==> src/rtl/load_store_buffer_pkg.sv <==
// Shared CPU definitions for the load/store buffer: opcodes, funct3 codes, memory size
// encoding, FSM states and the operand wakeup helper.
package load_store_buffer_pkg;

    localparam logic [6:0] OPC_LOAD  = 7'b0000011;
    localparam logic [6:0] OPC_STORE = 7'b0100011;

    localparam logic [2:0] F3_LB  = 3'b000;
    localparam logic [2:0] F3_LH  = 3'b001;
    localparam logic [2:0] F3_LW  = 3'b010;
    localparam logic [2:0] F3_LBU = 3'b100;
    localparam logic [2:0] F3_LHU = 3'b101;
    localparam logic [2:0] F3_SB  = 3'b000;
    localparam logic [2:0] F3_SH  = 3'b001;
    localparam logic [2:0] F3_SW  = 3'b010;

    typedef enum logic [1:0] {
        MEM_SIZE_BYTE = 2'd0,
        MEM_SIZE_HALF = 2'd1,
        MEM_SIZE_WORD = 2'd2
    } mem_size_e;

    typedef enum logic [1:0] {
        IDLE  = 2'd0,
        MEM   = 2'd1,
        DRAIN = 2'd2
    } lsb_state_e;

    typedef struct packed {
        logic [4:0]  dep;
        logic [31:0] val;
    } operand_t;

    // A pending tag is satisfied by the common CDB first, then by our own result bus.
    function automatic operand_t resolve_operand(
        input operand_t    op,
        input logic        cdb_rdy,
        input logic [4:0]  cdb_rob,
        input logic [31:0] cdb_val,
        input logic        ls_rdy,
        input logic [4:0]  ls_rob,
        input logic [31:0] ls_val
    );
        operand_t res;
        res = op;
        if (op.dep != 5'd0) begin
            if (cdb_rdy && (op.dep == cdb_rob)) begin
                res.dep = 5'd0;
                res.val = cdb_val;
            end else if (ls_rdy && (op.dep == ls_rob)) begin
                res.dep = 5'd0;
                res.val = ls_val;
            end
        end
        return res;
    endfunction

endpackage

==> src/rtl/load_extender.sv <==
// Combinational load data formatter: selects and sign/zero-extends the returned memory word.
module load_extender
    import load_store_buffer_pkg::*;
(
    input  logic [2:0]  i_funct3,
    input  logic [31:0] i_rdata,
    output logic [31:0] o_value
);

    always_comb begin
        o_value = i_rdata;
        case (i_funct3)
            F3_LB:   o_value = {{24{i_rdata[7]}}, i_rdata[7:0]};
            F3_LH:   o_value = {{16{i_rdata[15]}}, i_rdata[15:0]};
            F3_LW:   o_value = i_rdata;
            F3_LBU:  o_value = {24'd0, i_rdata[7:0]};
            F3_LHU:  o_value = {16'd0, i_rdata[15:0]};
            default: o_value = i_rdata;
        endcase
    end

endmodule

==> src/rtl/load_store_buffer.sv <==
// In-order load/store queue: captures operands from the CDBs, issues the head entry to
// memory once ready and broadcasts its result.
module load_store_buffer
    import load_store_buffer_pkg::*;
#(
    parameter int unsigned DEPTH = 8
) (
    input  logic        clk_in,
    input  logic        rst_in,
    input  logic        rdy_in,
    input  logic        _clear,
    input  logic        _lsb_issue,
    input  logic        _lsb_is_store,
    input  logic [2:0]  _lsb_funct3,
    input  logic [4:0]  _lsb_rob_id,
    input  logic [4:0]  _lsb_dep_1,
    input  logic [4:0]  _lsb_dep_2,
    input  logic [31:0] _lsb_value_1,
    input  logic [31:0] _lsb_value_2,
    input  logic [31:0] _lsb_imm,
    output logic        _lsb_full,
    input  logic        _cdb_ready,
    input  logic [4:0]  _cdb_rob_id,
    input  logic [31:0] _cdb_value,
    input  logic        _store_ready,
    output logic        _mem_req,
    output logic        _mem_we,
    output logic [31:0] _mem_addr,
    output logic [31:0] _mem_wdata,
    output logic [1:0]  _mem_size,
    input  logic        _mem_done,
    input  logic [31:0] _mem_rdata,
    output logic        _cdb_ls_ready,
    output logic [4:0]  _cdb_ls_rob_id,
    output logic [31:0] _cdb_ls_value
);

    localparam int unsigned PTR_W = (DEPTH > 1) ? $clog2(DEPTH) : 1;
    localparam int unsigned CNT_W = PTR_W + 1;
    localparam logic [CNT_W-1:0] FULL_CNT = CNT_W'(DEPTH);

    logic             r_valid    [DEPTH];
    logic             r_is_store [DEPTH];
    logic [2:0]       r_funct3   [DEPTH];
    logic [4:0]       r_rob_id   [DEPTH];
    logic [31:0]      r_imm      [DEPTH];
    operand_t         r_op1      [DEPTH];
    operand_t         r_op2      [DEPTH];
    logic [PTR_W-1:0] r_head;
    logic [PTR_W-1:0] r_tail;
    logic [CNT_W-1:0] r_count;

    lsb_state_e r_state;
    logic       r_flushed;
    logic       r_cur_store;
    logic [2:0] r_cur_funct3;
    logic [4:0] r_cur_rob;

    logic        r_mem_req;
    logic        r_mem_we;
    logic [31:0] r_mem_addr;
    logic [31:0] r_mem_wdata;
    logic [1:0]  r_mem_size;
    logic        r_ls_ready;
    logic [4:0]  r_ls_rob;
    logic [31:0] r_ls_value;

    operand_t    w_op1 [DEPTH];
    operand_t    w_op2 [DEPTH];
    operand_t    w_new1;
    operand_t    w_new2;
    logic        w_head_ready;
    logic        w_start;
    logic        w_pop;
    logic        w_push;
    logic [31:0] w_ext_value;

    load_extender u_load_extender (
        .i_funct3 (r_cur_funct3),
        .i_rdata  (_mem_rdata),
        .o_value  (w_ext_value)
    );

    always_comb begin
        for (int i = 0; i < DEPTH; i++) begin
            w_op1[i] = resolve_operand(r_op1[i], _cdb_ready, _cdb_rob_id, _cdb_value,
                                       r_ls_ready, r_ls_rob, r_ls_value);
            w_op2[i] = resolve_operand(r_op2[i], _cdb_ready, _cdb_rob_id, _cdb_value,
                                       r_ls_ready, r_ls_rob, r_ls_value);
        end
        w_new1 = resolve_operand('{dep: _lsb_dep_1, val: _lsb_value_1}, _cdb_ready,
                                 _cdb_rob_id, _cdb_value, r_ls_ready, r_ls_rob, r_ls_value);
        w_new2 = resolve_operand('{dep: _lsb_dep_2, val: _lsb_value_2}, _cdb_ready,
                                 _cdb_rob_id, _cdb_value, r_ls_ready, r_ls_rob, r_ls_value);
    end

    // Loads never wait on the store-data tag.
    assign w_head_ready = r_valid[r_head] && (r_op1[r_head].dep == 5'd0) &&
                          (!r_is_store[r_head] || (r_op2[r_head].dep == 5'd0));
    assign w_start = (r_state == IDLE) && !_clear && w_head_ready &&
                     (!r_is_store[r_head] || _store_ready);
    assign w_pop   = (r_state == MEM) && _mem_done && !r_flushed && !_clear;
    assign w_push  = _lsb_issue && !_clear && ((r_count != FULL_CNT) || w_pop);

    always_ff @(posedge clk_in) begin
        if (rst_in) begin
            r_head  <= '0;
            r_tail  <= '0;
            r_count <= '0;
            for (int i = 0; i < DEPTH; i++) begin
                r_valid[i]   <= 1'b0;
                r_op1[i].dep <= 5'd0;
                r_op2[i].dep <= 5'd0;
            end
        end else if (rdy_in) begin
            if (_clear) begin
                for (int i = 0; i < DEPTH; i++) begin
                    r_valid[i] <= 1'b0;
                end
                r_head  <= r_tail;
                r_count <= '0;
            end else begin
                for (int i = 0; i < DEPTH; i++) begin
                    if (r_valid[i]) begin
                        r_op1[i] <= w_op1[i];
                        r_op2[i] <= w_op2[i];
                    end
                end
                if (w_pop) begin
                    r_valid[r_head] <= 1'b0;
                    r_head          <= r_head + PTR_W'(1);
                end
                // Written after the pop so a full-queue push into the freed slot wins.
                if (w_push) begin
                    r_valid[r_tail]    <= 1'b1;
                    r_is_store[r_tail] <= _lsb_is_store;
                    r_funct3[r_tail]   <= _lsb_funct3;
                    r_rob_id[r_tail]   <= _lsb_rob_id;
                    r_imm[r_tail]      <= _lsb_imm;
                    r_op1[r_tail]      <= w_new1;
                    r_op2[r_tail]      <= w_new2;
                    r_tail             <= r_tail + PTR_W'(1);
                end
                if (w_push && !w_pop) begin
                    r_count <= r_count + CNT_W'(1);
                end else if (w_pop && !w_push) begin
                    r_count <= r_count - CNT_W'(1);
                end
            end
        end
    end

    always_ff @(posedge clk_in) begin
        if (rst_in) begin
            r_state      <= IDLE;
            r_flushed    <= 1'b0;
            r_cur_store  <= 1'b0;
            r_cur_funct3 <= 3'd0;
            r_cur_rob    <= 5'd0;
            r_mem_req    <= 1'b0;
            r_mem_we     <= 1'b0;
            r_mem_addr   <= 32'd0;
            r_mem_wdata  <= 32'd0;
            r_mem_size   <= 2'd0;
            r_ls_ready   <= 1'b0;
            r_ls_rob     <= 5'd0;
            r_ls_value   <= 32'd0;
        end else if (rdy_in) begin
            r_mem_req  <= 1'b0;
            r_ls_ready <= 1'b0;
            unique case (r_state)
                IDLE: begin
                    if (w_start) begin
                        r_mem_req    <= 1'b1;
                        r_mem_we     <= r_is_store[r_head];
                        r_mem_addr   <= r_op1[r_head].val + r_imm[r_head];
                        r_mem_wdata  <= r_is_store[r_head] ? r_op2[r_head].val : 32'd0;
                        r_mem_size   <= r_funct3[r_head][1:0];
                        r_cur_store  <= r_is_store[r_head];
                        r_cur_funct3 <= r_funct3[r_head];
                        r_cur_rob    <= r_rob_id[r_head];
                        r_flushed    <= 1'b0;
                        r_state      <= MEM;
                    end
                end
                MEM: begin
                    if (_mem_done) begin
                        r_state <= IDLE;
                        if (!_clear && !r_flushed) begin
                            r_ls_ready <= 1'b1;
                            r_ls_rob   <= r_cur_rob;
                            r_ls_value <= r_cur_store ? 32'd0 : w_ext_value;
                        end
                    end else if (_clear) begin
                        // A committed store must still reach memory; its result is moot.
                        if (r_cur_store) begin
                            r_flushed <= 1'b1;
                        end else begin
                            r_state <= DRAIN;
                        end
                    end
                end
                DRAIN: begin
                    if (_mem_done) begin
                        r_state <= IDLE;
                    end
                end
                default: r_state <= IDLE;
            endcase
        end
    end

    assign _lsb_full     = (r_count == FULL_CNT);
    assign _mem_req      = r_mem_req;
    assign _mem_we       = r_mem_we;
    assign _mem_addr     = r_mem_addr;
    assign _mem_wdata    = r_mem_wdata;
    assign _mem_size     = r_mem_size;
    assign _cdb_ls_ready = r_ls_ready;
    assign _cdb_ls_rob_id = r_ls_rob;
    assign _cdb_ls_value = r_ls_value;

endmodule

==> config.mk <==
export PLATFORM = sky130hd
export DESIGN_NAME = load_store_buffer
export DESIGN_NICKNAME = d
export VERILOG_FILES = /design/src/rtl/load_store_buffer_pkg.sv /design/src/rtl/load_extender.sv /design/src/rtl/load_store_buffer.sv
export SDC_FILE = /design/constraint.sdc
export NUM_CORES = 2
export LEC_CHECK = 0
export BUFFER_PORTS_ARGS = -buffer_cell sky130_fd_sc_hd__buf_2
export CORE_AREA = 2 2 363 365
export DETAILED_ROUTE_END_ITERATION = 16
export DIE_AREA = 0 0 365 367
export GPL_ROUTABILITY_DRIVEN = 1
export PLACE_DENSITY_LB_ADDON = 0.25
export SLEW_MARGIN = 40
export SYNTH_ARGS = -nofsm -noshare
export SYNTH_HDL_FRONTEND = slang
export SYNTH_SLANG_ARGS = --single-unit
==> constraint.sdc <==
create_clock -name clk_in -period 19.8 [get_ports clk_in]
set_input_delay 3.96 -clock clk_in [delete_from_list [all_inputs] [get_ports clk_in]]
set_output_delay 3.96 -clock clk_in [all_outputs]
set_load 0.05 [all_outputs]
# Word-level counts from Yosys, hierarchy flattened
# Memories as Yosys holds them, arrays and structs flattened. A register that Yosys moved wholly into a read port is not among the register bits.
# Cells that the tools add are included.
# word_totals
ff_bits,122
latchBits,0
mem_bits_rw,928
mem_bits_ro,0
in_bits,192
output_inout_bits,107
word_cells,368
mem_count,7
# memory_table
name,depth,word_bits,read_ports,rd_ports_with_merged_regs,wr,line,text
r_op1,8,37,9,1,9,load_store_buffer.sv:47,operand_t r_op1 [DEPTH];
r_op2,8,37,9,1,9,load_store_buffer.sv:48,operand_t r_op2 [DEPTH];
r_imm,8,32,1,1,1,load_store_buffer.sv:46,logic [31:0] r_imm [DEPTH];
r_rob_id,8,5,1,1,1,load_store_buffer.sv:45,logic [4:0] r_rob_id [DEPTH];
r_funct3,8,3,1,1,1,load_store_buffer.sv:44,logic [2:0] r_funct3 [DEPTH];
r_is_store,8,1,1,1,1,load_store_buffer.sv:43,logic r_is_store [DEPTH];
1 more memories,--,--,--,--,--,--,
# classes
n_addsub,5
multipliers,0
div_mod_pow,0
magnitude_cmp,0
n_eq_ne,50
shift,0
n_mux,176
bitwise,25
n_reduce_logical,91
# op_table
operator,n
$mux W37,54
$eq A5 B5 Y1,36
$pmux W32 S4,1
$reduce_bool A5 Y1,18
$mux W5,16
$mux W1,77
$mux W32,2
$logic_and A1 B1 Y1,49
$mux W3,16
$add A32 B32 Y32,1
$or A1 B1 Y1,24
$mux W4,3
$logic_not A5 Y1,2
$mux W2,5
$ne A2 B2 Y1 const B,5
$add A3 B1 Y3 const B,2
$eq A3 B3 Y1 const B,2
$ne A3 B3 Y1 const B,2
$pmux W2 S3,1
$reduce_and A3 Y1,2
$reduce_and A6 Y1,1
$logic_not A1 Y1,5
$reduce_and A5 Y1,1
$add A4 B1 Y4 const B,1
16 further kinds,21

# Depth between registers and ports, before layout
# logic_depth
depth_word,13
mapped_depth,20
ltp_nobuf,14

# Modules after synthesis
# Synthesis repeated with hierarchy kept, for this count alone.
# unflattened
hier_cells,4802
area_unflattened_um2,56455.4
# by_module_without_submodules
module,n_inst,cells_each,area_each_um2,seq_area_each_um2
load_store_buffer,1,4735,56100.1,30349.1
load_extender,1,67,355.3,0.0

# Least setup slack after synthesis
# No wires, ideal clock.
# synth_timing
path_kind,input port to flip-flop
start,in _cdb_rob_id[2]
end,mem r_op1[3][0] (netlist name) (enable)
setup_ns,0.466
t_arrival_ns,8.488
slack_ns,10.847
stages,9
n_path_buf,4
cell_sequence,clkbuf_1 -> clkbuf_1 -> xor2_1 -> nor4_1 -> and3_1 -> clkbuf_1 -> buf_1 -> o22ai_1 -> o21ai_0
# synth_rtl
item,line,text
from (decl),load_store_buffer.sv:23,"input logic [4:0] _cdb_rob_id,"
to (decl),load_store_buffer.sv:47,

==> run summary <==
Top_reg_cell synth: edfxtp_1
Pwr dens: 80.8 mW/mm^2
Clk slew on worst S/H paths: 0.06 ns
Vias: 40400
Register area share after synthesis: 0.546
Bufs on Longest Clock Path: 3
Setup TNS: 0 ns
Largest net degree at the start of global routing: 110
Worst Skew: 0.0342 ns
DRT Wirelength: 188 mm
CP startpoint: rdy_in
Ys Warns: 0
Total core area: 0.130 sq mm
DRC Markers: 0
Max rail drop VDD: 75.8 uV
Startpoint types: primary input
Starting density of the core: 0.426
FF+latch count, synth: 1056
Setup ws final: 11.99 ns
CTS Hold Bufs: 0
CP Capture Type: flop
Htree depth: 3
Dpl ws: 11.00 ns
Netlist cell types: 64
Tot Pwr: 5.07 mW
Worst Path Arrival: 8.26 ns
Initial antenna violation count: 14
Resized cells post-CTS: 0
Worst skew pair latency: 0.76 ns
Fin. Hold Viols: 0
Post-layout min period: 7.81 ns
Tcrit/Tclk final: 0.394
Die Footprint: 0.134 sq mm
TritonRoute pass-1 iters: 6
Total global routing overflow: 0
Max_cap viols: 0
Total CTS buffers: 115
Worst Hold Class: flop to flop
Area growth syn-to-layout: 12.9%
I/O pin total: 299
Nets: 5029
Worst Setup Path Type: primary input to flop
Critical Path Sink: r_op1[4][20]
Routability cong.: 0.841
Pin slew with the least headroom to its limit: 0.922 ns
Drt wl/cell: 28.3 um
Reg area: 0.0304 sq mm
R2R cell count: 15
Fillers: 11700
Die W: 365 um
Most frequent cells in the layout: edfxtp_1, nand2_1, mux2i_1
Gr usage total: 0.277
First-pass GRT wire length: 272 mm
Max Clock Freq: 128 MHz
Layout cells sized above 1: 0.199
Dpl hpwl: 112 mm
Syn_area_per_cell: 11.7 sq um
Vias in the first global route: 39200
DR vias/cell: 6.06
Multi-input gate area: 0.0236 sq mm
Clock root cell: clkbuf_16
Mapped Nets: 4971
Max-slew violations: 0
Gate Count Post-Synth: 4742
CTS tree: yes
Die Height: 367 um
# port buffers: 298
Post-CTS Setup Repair Bufs: 0
Outcome: completed
Worst slew margin: 0.385
Final setup fails: 0
Post-synth EDFFs: 920
Req. time, crit path: 20.25 ns
CTS sink count: 1056
R2R setup slack: 13.16 ns
Unrepaired setup endpoints after global routing: no
Rows: 133
Starting DRT DRC Count: 5063
Ys async rst share: 0
Most common cell after layout, fill and taps aside: edfxtp_1
Mapped cell area: 0.0556 sq mm
CP max FO: 63
Reg2reg end: _mem_addr[30]
Lkg Pwr: 20.9 nW
Antenna-violating nets left: 0
-- power breakdown --
group	switching (mW)	internal (mW)	total, mW
registers	0.0158	2.42	2.43
clock network	0.948	1.29	2.24
logic	0.256	0.141	0.397
total	1.22	3.85	5.07
-- logic make-up (layout without fill, tap and decap cells) --
| kind of cell | count (synthesis) | after routing | share of synthesized area |
|---|---|---|---|
| AND/OR/NAND/NOR | 1146 | 1146 | 0.0864 |
| multiplexers | 829 | 829 | 0.198 |
| flip-flops | 1056 | 1056 | 0.546 |
| other | 0 | 6 | 0 |
| buffers and inverters | 502 | 663 | 0.0344 |
| AO/OA/AOI/OAI | 959 | 959 | 0.0932 |
| XOR/XNOR | 213 | 213 | 0.0336 |
| adder cells (fa/ha/maj) | 37 | 37 | 0.00860 |
-- stage by stage --
step / util / area [sq um] / hold WS [ns] / std cells
floorplan: - / 55600 / 0.453 / 4742
global placement: 0.449 / 58600 / 0.438 / 6435
detailed placement: 0.450 / 58700 / 0.442 / 6437
CTS: 0.480 / 62700 / 0.450 / 6657
global route: 0.481 / 62700 / 0.470 / 6660
finish: 0.481 / 62700 / 0.448 / 6664
-- critical path: stages --
cell and delay [ns]:
buf_2 0.17, inv_2 0.07, nor2_1 0.11, buf_4 0.24
nand2_1 0.10, a21oi_2 0.41, nor2b_1 0.28, nand3_1 0.56
inv_6 0.81, buf_4 0.63, buf_4 0.63, o21ai_0 0.21
-- worst min path at each step --
stage               slack (ns)        endpoint           start  cells after the start
CTS                       0.45  _mem_wdata[29]  _mem_wdata[29]                      2
detailed placement        0.44  _mem_wdata[28]  _mem_wdata[28]                      2
floorplan                 0.45      r_count[3]      r_count[3]                      2
finish                    0.45  _mem_wdata[28]  _mem_wdata[28]                      2
global route              0.47  _mem_wdata[29]  _mem_wdata[29]                      2
global placement          0.44  _mem_wdata[22]  _mem_wdata[22]                      2
-- routing by layer --
metal,part of all wire,up-vias,track usage
met1,0.41,20200,0.383
met3,0.092,405,0.0548
met4,0.039,10,0.103
met2,0.46,2105,0.433
li1,-,17700,-
met5,0.00037,-,0
-- final cells by class --
type,instances,share of cell area
tap,1755,0.0350
inverter,26,0.00227
clock buffer,153,0.0518
antenna,6,0.000239
multi-input combinational,3184,0.376
timing repair buffer,417,0.0395
clock inverter,67,0.0110
sequential,1056,0.484
-- sequential cells by signal (all words and copies together) (netlist names), named ones only --
name and count:
r_op1 296, r_op2 296, r_imm 256, r_rob_id 40
_cdb_ls_value 32, _mem_addr 32, _mem_wdata 32, r_funct3 24
r_is_store 8, r_valid 8, _cdb_ls_rob_id 5, r_cur_rob 5
r_count 4, r_cur_funct3 3, r_head 3, r_tail 3
r_state 2, _cdb_ls_ready 1, _mem_req 1, _mem_we 1
r_flushed 1
-- cells in the mapped netlist (9+ instances only) --
cell / n / area [sq um]
buf_1: 109 / 409
a21oi_1: 256 / 1280
nor3b_1: 11 / 82.6
nor2_1: 315 / 1180
or4_1: 15 / 113
mux2_2: 95 / 1070
and3_1: 34 / 213
a21o_1: 14 / 105
nor3_1: 25 / 125
edfxtp_1: 920 / 27600
nand3_1: 47 / 235
o21a_1: 14 / 105
o22ai_1: 77 / 482
ha_1: 35 / 438
dfxtp_1: 136 / 2720
a31oi_1: 17 / 106
clkbuf_1: 355 / 1330
xor2_1: 158 / 1380
mux2i_1: 529 / 5300
o21ai_0: 520 / 2600
xnor2_1: 55 / 482
buf_2: 9 / 45.0
nand2_1: 623 / 2340
nor4_1: 37 / 231
mux4_2: 204 / 4590
a211oi_1: 23 / 173
inv_1: 24 / 90.1
Note: power is estimated with default switching activity, not from simulation.
